## src/rtl/stopwatch_pkg.sv

```systemverilog
// stopwatch_pkg
// Shared types and constants for the parametrised MM:SS stopwatch core.
//   sw_state_e   : run/pause/done controller states
//   bcd_t        : one 4-bit BCD digit
//   SEC_TENS_MAX : largest legal seconds-tens digit
//   BCD_MAX      : largest legal BCD digit
//   tickTerminal : prescaler terminal count for a given speed level
package stopwatch_pkg;

    typedef enum logic [1:0] {
        IDLE  = 2'd0,
        RUN   = 2'd1,
        PAUSE = 2'd2,
        DONE  = 2'd3
    } sw_state_e;

    typedef logic [3:0] bcd_t;

    localparam bcd_t SEC_TENS_MAX = 4'd5;
    localparam bcd_t BCD_MAX      = 4'd9;

    // Each speed level halves the tick period. Once the shifted period
    // collapses to zero the prescaler simply ticks every cycle.
    function automatic int unsigned tickTerminal(input int unsigned divBase,
                                                 input int unsigned level);
        int unsigned period;
        period = divBase >> level;
        return (period == 32'd0) ? 32'd0 : period - 32'd1;
    endfunction

endpackage

```

## src/rtl/stopwatch_tick_gen.sv

```systemverilog
// stopwatch_tick_gen
// Prescaler that produces the one-cycle seconds tick, plus the saturating
// speed level that sets its period (DIV_BASE >> level cycles per tick).
// Ports:
//   clk_i       : clock
//   reset_i     : synchronous active-high reset
//   countEn_i   : prescaler advances only while high (controller in RUN)
//   speedup_i   : raw speed-up button, rising edge raises the level
//   slowdown_i  : raw slow-down button, rising edge lowers the level
//   tick_o      : one-cycle pulse at the prescaler terminal count
module stopwatch_tick_gen
    import stopwatch_pkg::*;
#(
    parameter int unsigned DIV_BASE  = 50_000_000,
    parameter int unsigned SPEED_MAX = 4
) (
    input  logic clk_i,
    input  logic reset_i,
    input  logic countEn_i,
    input  logic speedup_i,
    input  logic slowdown_i,
    output logic tick_o
);

    localparam int unsigned CNT_W = (DIV_BASE > 1) ? $clog2(DIV_BASE) : 1;
    localparam int unsigned LVL_W = (SPEED_MAX > 0) ? $clog2(SPEED_MAX + 1) : 1;
    localparam logic [LVL_W-1:0] LEVEL_TOP = LVL_W'(SPEED_MAX);

    logic [CNT_W-1:0] count_q, count_d, terminal;
    logic [LVL_W-1:0] level_q, level_d;
    logic             speedupPrev_q, slowdownPrev_q;
    logic             upEdge, downEdge;

    // Speed level moves one step per button edge and saturates at both ends;
    // simultaneous edges cancel. A level change restarts the prescaler so the
    // new period starts cleanly. The tick is taken from the current count, so
    // a level change in a terminal cycle still delivers that tick.
    always_comb begin
        level_d  = level_q;
        count_d  = count_q;
        upEdge   = speedup_i && !speedupPrev_q;
        downEdge = slowdown_i && !slowdownPrev_q;
        terminal = CNT_W'(tickTerminal(DIV_BASE, 32'(level_q)));
        tick_o   = countEn_i && (count_q == terminal);

        if (upEdge && !downEdge && (level_q < LEVEL_TOP)) begin
            level_d = level_q + LVL_W'(1);
        end else if (downEdge && !upEdge && (level_q != '0)) begin
            level_d = level_q - LVL_W'(1);
        end

        if (level_d != level_q) begin
            count_d = '0;
        end else if (countEn_i) begin
            count_d = tick_o ? '0 : count_q + CNT_W'(1);
        end
    end

    // State registers with synchronous reset.
    always_ff @(posedge clk_i) begin
        if (reset_i) begin
            count_q        <= '0;
            level_q        <= '0;
            speedupPrev_q  <= 1'b0;
            slowdownPrev_q <= 1'b0;
        end else begin
            count_q        <= count_d;
            level_q        <= level_d;
            speedupPrev_q  <= speedup_i;
            slowdownPrev_q <= slowdown_i;
        end
    end

endmodule

```

## src/rtl/stopwatch_core_param.sv

```systemverilog
// stopwatch_core_param
// Parametrised MM:SS stopwatch/countdown timer with BCD digit outputs for the
// seven-segment decoders.
// Optional feature macro: LAP_CAPTURE_EN (lap freeze of the displayed digits).
// Ports:
//   in_clk            : system clock
//   reset             : synchronous active-high reset
//   start             : level, 1 = run, 0 = pause
//   up                : direction (1 = up), taken only while not running
//   plus_min2         : add ADD_MIN minutes (edge detected, not in RUN)
//   speedup/slowdown  : speed level buttons (edge detected)
//   lap               : lap capture button (edge detected, LAP_CAPTURE_EN only)
//   SS0/SS1/MM0/MM1   : BCD seconds units/tens, minutes units/tens
//   running           : controller in RUN
//   done              : countdown reached 00:00
//   ovf               : sticky up-count wrap flag
module stopwatch_core_param
    import stopwatch_pkg::*;
#(
    parameter int unsigned DIV_BASE  = 50_000_000,
    parameter int unsigned SPEED_MAX = 4,
    parameter int unsigned MIN_MAX   = 99,
    parameter int unsigned ADD_MIN   = 2
) (
    input  logic in_clk,
    input  logic reset,
    input  logic start,
    input  logic up,
    input  logic plus_min2,
    input  logic speedup,
    input  logic slowdown,
    input  logic lap,
    output bcd_t SS0,
    output bcd_t SS1,
    output bcd_t MM0,
    output bcd_t MM1,
    output logic running,
    output logic done,
    output logic ovf
);

    localparam bcd_t MIN_TENS  = bcd_t'(MIN_MAX / 10);
    localparam bcd_t MIN_UNITS = bcd_t'(MIN_MAX % 10);

    sw_state_e  state_q, state_d;
    logic       dir_q, dir_d;
    bcd_t       ss0_q, ss0_d, ss1_q, ss1_d, mm0_q, mm0_d, mm1_q, mm1_d;
    logic       done_q, done_d, ovf_q, ovf_d;
    logic       plusPrev_q;
    logic       plusEdge, tick, liveZero, nextZero;
    logic [7:0] minBin, minSum, minSat;

    stopwatch_tick_gen #(
        .DIV_BASE  (DIV_BASE),
        .SPEED_MAX (SPEED_MAX)
    ) u_tick (
        .clk_i      (in_clk),
        .reset_i    (reset),
        .countEn_i  (state_q == RUN),
        .speedup_i  (speedup),
        .slowdown_i (slowdown),
        .tick_o     (tick)
    );

    // Next-state logic for the digits, flags and controller. Digits move only
    // on a tick in RUN or on a plus-minutes edge outside RUN, so the two paths
    // never compete. All arithmetic stays digit-wise BCD; minute wrap goes
    // through MIN_MAX in both directions.
    always_comb begin
        state_d  = state_q;
        dir_d    = dir_q;
        ss0_d    = ss0_q;
        ss1_d    = ss1_q;
        mm0_d    = mm0_q;
        mm1_d    = mm1_q;
        done_d   = done_q;
        ovf_d    = ovf_q;
        plusEdge = plus_min2 && !plusPrev_q;
        liveZero = (ss0_q == '0) && (ss1_q == '0) && (mm0_q == '0) && (mm1_q == '0);
        nextZero = 1'b0;
        minBin   = 8'(mm1_q) * 8'd10 + 8'(mm0_q);
        minSum   = minBin + 8'(ADD_MIN);
        minSat   = (minSum > 8'(MIN_MAX)) ? 8'(MIN_MAX) : minSum;

        if (state_q != RUN) begin
            dir_d = up;
        end

        if (tick) begin
            if (dir_q) begin
                if (ss0_q != BCD_MAX) begin
                    ss0_d = ss0_q + 4'd1;
                end else begin
                    ss0_d = '0;
                    if (ss1_q != SEC_TENS_MAX) begin
                        ss1_d = ss1_q + 4'd1;
                    end else begin
                        ss1_d = '0;
                        if ((mm1_q == MIN_TENS) && (mm0_q == MIN_UNITS)) begin
                            mm1_d = '0;
                            mm0_d = '0;
                            ovf_d = 1'b1;
                        end else if (mm0_q != BCD_MAX) begin
                            mm0_d = mm0_q + 4'd1;
                        end else begin
                            mm0_d = '0;
                            mm1_d = mm1_q + 4'd1;
                        end
                    end
                end
            end else begin
                if (ss0_q != '0) begin
                    ss0_d = ss0_q - 4'd1;
                end else begin
                    ss0_d = BCD_MAX;
                    if (ss1_q != '0) begin
                        ss1_d = ss1_q - 4'd1;
                    end else begin
                        ss1_d = SEC_TENS_MAX;
                        if ((mm1_q == '0) && (mm0_q == '0)) begin
                            mm1_d = MIN_TENS;
                            mm0_d = MIN_UNITS;
                        end else if (mm0_q != '0) begin
                            mm0_d = mm0_q - 4'd1;
                        end else begin
                            mm0_d = BCD_MAX;
                            mm1_d = mm1_q - 4'd1;
                        end
                    end
                end
                nextZero = (ss0_d == '0) && (ss1_d == '0) && (mm0_d == '0) && (mm1_d == '0);
                if (nextZero) begin
                    done_d = 1'b1;
                end
            end
        end else if (plusEdge && (state_q != RUN)) begin
            mm1_d  = bcd_t'(minSat / 8'd10);
            mm0_d  = bcd_t'(minSat % 8'd10);
            done_d = 1'b0;
        end

        case (state_q)
            IDLE: begin
                if (start) begin
                    state_d = RUN;
                end
            end
            RUN: begin
                if (!start) begin
                    state_d = PAUSE;
                end else if (tick && !dir_q && nextZero) begin
                    state_d = DONE;
                end
            end
            PAUSE: begin
                if (start) begin
                    if (!dir_q && liveZero) begin
                        state_d = DONE;
                        done_d  = 1'b1;
                    end else begin
                        state_d = RUN;
                    end
                end
            end
            DONE: begin
                if (!start) begin
                    state_d = PAUSE;
                end
            end
            default: state_d = IDLE;
        endcase
    end

    // Controller, digit and flag registers; direction resets to counting up.
    always_ff @(posedge in_clk) begin
        if (reset) begin
            state_q    <= IDLE;
            dir_q      <= 1'b1;
            ss0_q      <= '0;
            ss1_q      <= '0;
            mm0_q      <= '0;
            mm1_q      <= '0;
            done_q     <= 1'b0;
            ovf_q      <= 1'b0;
            plusPrev_q <= 1'b0;
        end else begin
            state_q    <= state_d;
            dir_q      <= dir_d;
            ss0_q      <= ss0_d;
            ss1_q      <= ss1_d;
            mm0_q      <= mm0_d;
            mm1_q      <= mm1_d;
            done_q     <= done_d;
            ovf_q      <= ovf_d;
            plusPrev_q <= plus_min2;
        end
    end

    assign running = (state_q == RUN);
    assign done    = done_q;
    assign ovf     = ovf_q;

`ifdef LAP_CAPTURE_EN
    logic lapPrev_q, lapShow_q, lapShow_d, lapEdge;
    bcd_t lapSs0_q, lapSs0_d, lapSs1_q, lapSs1_d, lapMm0_q, lapMm0_d, lapMm1_q, lapMm1_d;

    // Lap capture toggles a frozen snapshot of the live digits while running.
    // Leaving RUN drops the snapshot in the same edge the state changes.
    always_comb begin
        lapShow_d = lapShow_q;
        lapSs0_d  = lapSs0_q;
        lapSs1_d  = lapSs1_q;
        lapMm0_d  = lapMm0_q;
        lapMm1_d  = lapMm1_q;
        lapEdge   = lap && !lapPrev_q;

        if ((state_q != RUN) || (state_d != RUN)) begin
            lapShow_d = 1'b0;
        end else if (lapEdge) begin
            if (lapShow_q) begin
                lapShow_d = 1'b0;
            end else begin
                lapShow_d = 1'b1;
                lapSs0_d  = ss0_q;
                lapSs1_d  = ss1_q;
                lapMm0_d  = mm0_q;
                lapMm1_d  = mm1_q;
            end
        end
    end

    // Lap snapshot registers.
    always_ff @(posedge in_clk) begin
        if (reset) begin
            lapPrev_q <= 1'b0;
            lapShow_q <= 1'b0;
            lapSs0_q  <= '0;
            lapSs1_q  <= '0;
            lapMm0_q  <= '0;
            lapMm1_q  <= '0;
        end else begin
            lapPrev_q <= lap;
            lapShow_q <= lapShow_d;
            lapSs0_q  <= lapSs0_d;
            lapSs1_q  <= lapSs1_d;
            lapMm0_q  <= lapMm0_d;
            lapMm1_q  <= lapMm1_d;
        end
    end

    assign SS0 = lapShow_q ? lapSs0_q : ss0_q;
    assign SS1 = lapShow_q ? lapSs1_q : ss1_q;
    assign MM0 = lapShow_q ? lapMm0_q : mm0_q;
    assign MM1 = lapShow_q ? lapMm1_q : mm1_q;
`else
    logic lap_unused;
    assign lap_unused = lap;

    assign SS0 = ss0_q;
    assign SS1 = ss1_q;
    assign MM0 = mm0_q;
    assign MM1 = mm1_q;
`endif

endmodule

```

## config.mk

```make
export PLATFORM = sky130hd
export DESIGN_NAME = stopwatch_core_param
export DESIGN_NICKNAME = d
export VERILOG_FILES = /design/src/rtl/stopwatch_pkg.sv /design/src/rtl/stopwatch_tick_gen.sv /design/src/rtl/stopwatch_core_param.sv
export SDC_FILE = /design/constraint.sdc
export NUM_CORES = 1
export LEC_CHECK = 0
export CORE_MARGIN = 2
export CORE_UTILIZATION = 41
export CTS_CLUSTER_SIZE = 40
export DETAILED_ROUTE_END_ITERATION = 12
export PLACE_DENSITY = 0.62
export REMOVE_ABC_BUFFERS = 1
export SLEW_MARGIN = 0
export SYNTH_ARGS = -nofsm -noshare
export SYNTH_HDL_FRONTEND = slang
export SYNTH_HIERARCHICAL = 1
export SYNTH_SLANG_ARGS = --single-unit
```

## constraint.sdc

```tcl
create_clock -name in_clk -period 9.2 [get_ports in_clk]
set_input_delay 1.38 -clock in_clk [delete_from_list [all_inputs] [get_ports in_clk]]
set_output_delay 1.38 -clock in_clk [all_outputs]
set_load 0.01 [all_outputs]
```

==> results.md <==
* Status: finished, final reports clean
* Layout area overhead at 8.52%
* Port bufs at 25
* Static Leakage at 2.16 nW
* CP required at 9.42 ns
* Final HPWL DP at 10400 um
* Register-to-register setup slack at 3.92 ns
* PD cells at 208 nW/um^2
* 1st-iter DRT viols at 279
* Yosys warns at 6
* CTS clk-pin slew, worst paths at 0.07 ns
* Final WL at 14300 um
* CORE AREA at 12700 sq um
* Mapped cell area at 5340 sq um
* Slew Limit Fails at 0
* CTS Buffer Depth at 2
* Post-synthesis average cell area at 7.62 sq um
* Share of layout cells above drive strength 1 at 8.97%
* Flops & latches, synth at 53
* Async SR Flop Fraction at 0%
* Tot GR Track Use at 20.1%
* Sequential share of the synthesized area at 19.9%
* CP Capture Point: MM0[2]
* CTS Root Cell: clkbuf_16
* Final nets at 743
* Crit path time final at 5.28 ns
* Fin crit share at 57.4%
* Peak Freq at 0.189 GHz
* Crit. End Element: flop
* Hold WC Path Type: flop to flop
* FILL cells at 1277
* Dominant cells by area after synthesis: dfxtp_1, ha_1, xnor2_1, nand2_1, o21ai_0
* Primary FF master, synth: dfxtp_1
* Post_cts resized at 0
* Io pins at 27
* Final setup viols at 0
* Crit path kind: flop to flop
* Startpoint types: flop
* Pin count of the biggest net entering global routing at 37
* R2R cell count at 14
* Vias in the first global route at 4823
* Drt drc at 0
* Grt total ovfl at 0
* TritonCTS clock tree: yes
* Yosys cell types at 96
* Avg WL per Cell at 16.3 um
* TritonCTS buffer count at 5
* Skew-Pair Late Insertion Delay at 0.29 ns
* Synth area leader: dfxtp_1
* First-pass GRT wire length at 23500 um
* Cts hold-fix bufs at 0
* RR Startpoint: u_tick/level_q[0]
* ANT nets after route at 0
* Drt pass-1 iters at 5
* Max-slew headroom at the worst pin at 40.3%
* Antenna fix cells at 0
* Row Count at 41
* Post-synth EDFFs at 0
* Antenna violations before repair at 0
* Peak supply drop at 111 uV
* Most numerous cell in the Yosys netlist: nand2_1
* Crit path from: u_tick/level_q[0]
* Layout Cell Area excl Fill at 5800 sq um
* Die Width at 118 um
* Clock Sinks at 53
* Worst clock skew at 0.00730 ns
* Htree depth at 2
* Synth cell count leaders: nand2_1, dfxtp_1, nor2_1
* Vias at 5167
* Drt via density at 5.91
* Final hold violation count at 0
* Worst-path maximum fanout at 17
* Max-cap violations at 0
* Chip height at 118 um
* Share of the synthesized area in the top cell type at 19.9%
* Post-Place Cell Area at 5640 sq um
* Crit path DAT at 5.50 ns
* Mapped Cells at 701
* RSZ-0062 raised after global routing: false
* Initial Utilization at 42.2%
* Least-Margin Pin Slew at 0.890 ns
* Gpl congestion at 0.888
* Die area at 14000 sq um
* Post-CTS Setup Inserts at 0
* Setup TNS at 0 ns
* RR Endpoint: MM0[2]
-- power by group --
| group | total [W] | internal (W) | switching, W | leakage, nW |
|---|---|---|---|---|
| clock network | 0.000216 | 0.000127 | 0.0000889 | 0.0797 |
| logic | 0.000711 | 0.000282 | 0.000430 | 1.65 |
| registers | 0.000279 | 0.000243 | 0.0000356 | 0.430 |
| total | 0.00121 | 0.000651 | 0.000554 | 2.16 |
-- routing by layer --
layer	routed length [um]	global-route usage, %	vias to the layer above
met2	6800	34.0	173
met4	176	4.67	0
met5	0	0	-
met3	759	2.90	14
li1	-	-	2549
met1	6520	26.8	2431
-- worst min-delay path by stage --
stage,startpoint,endpoint,slack [ns],depth (start not counted)
final,ovf,ovf,0.49,1
after global routing,ovf,ovf,0.51,1
after CTS,ovf,ovf,0.50,1
after detailed placement,ovf,ovf,0.47,1
after global placement,ovf,ovf,0.47,1
after floorplan,state_q[1],state_q[1],0.50,1
-- cell families (layout without fill, tap and decap cells) --
family | after synthesis | count (layout) | share of synthesized area, %
AOI/OAI and AO/OA | 183 | 183 | 24.2
xor gates and xnor gates | 60 | 60 | 9.98
adders and majority gates | 33 | 33 | 8.01
buffers and inverters | 68 | 69 | 6.32
DFF | 53 | 53 | 19.9
muxes | 6 | 6 | 1.12
and+or+nand+nor | 298 | 298 | 30.5
-- area by class of cell --
| class | count | area [sq um] | area share, % |
|---|---|---|---|
| clock buffers | 5 | 125 | 2.16 |
| clock inverters | 2 | 35.0 | 0.604 |
| inverters | 31 | 116 | 2.01 |
| multi-input cells | 580 | 3950 | 68.1 |
| flip-flops and latches | 53 | 1060 | 18.3 |
| well taps | 172 | 215 | 3.71 |
| repair buffers | 31 | 295 | 5.09 |
-- sequential cells by signal (all words and copies together), names as in the netlist --
name                   cells
MM0                        4
MM1                        4
SS0                        4
u_tick/level_q             3
u_tick/count_q            26
SS1                        4
u_tick/speedupPrev_q       1
state_q                    2
ovf                        1
dir_q                      1
done                       1
plusPrev_q                 1
u_tick/slowdownPrev_q      1
-- critical path, stage by stage, from the launching register on --
cell and delay [ns]:
dfxtp_1 0.59, inv_1 0.28, ha_1 0.46, or4b_4 0.61, a21o_4 0.26, nor2_4 0.15
mux2i_1 0.32, o41ai_4 0.16, a2111oi_2 0.37, buf_4 0.31, clkinv_1 0.36, o21ai_1 0.64
nor2_1 0.13, a2111o_1 0.41, o211ai_1 0.15
-- through the flow --
step,setup slack (ns),total power [W],std cells,hold WS (ns),utilization (%)
global route,3.51,0.00130,874,0.514,45.8
CTS,3.92,0.00120,874,0.495,45.8
finish,3.92,0.00121,874,0.492,45.8
global placement,4.06,0.000969,867,0.471,44.5
floorplan,2.66,0.000813,664,0.497,-
detailed placement,3.96,0.000978,867,0.473,44.5
-- placed cells by master, fill, tap and decap left out, types with 20 or more instances in the layout --
master / netlist / routed
nand2_1: 62 / 62
xnor2_1: 36 / 36
a21oi_1: 39 / 39
clkdlybuf4s50_1: 0 / 25
nor2_2: 20 / 20
o21ai_0: 41 / 41
nand3_1: 31 / 31
nor2_1: 53 / 53
xor2_1: 23 / 23
nor3_1: 30 / 30
ha_1: 31 / 31
inv_1: 28 / 28
dfxtp_1: 53 / 53
(Power assumes the default switching activity.)
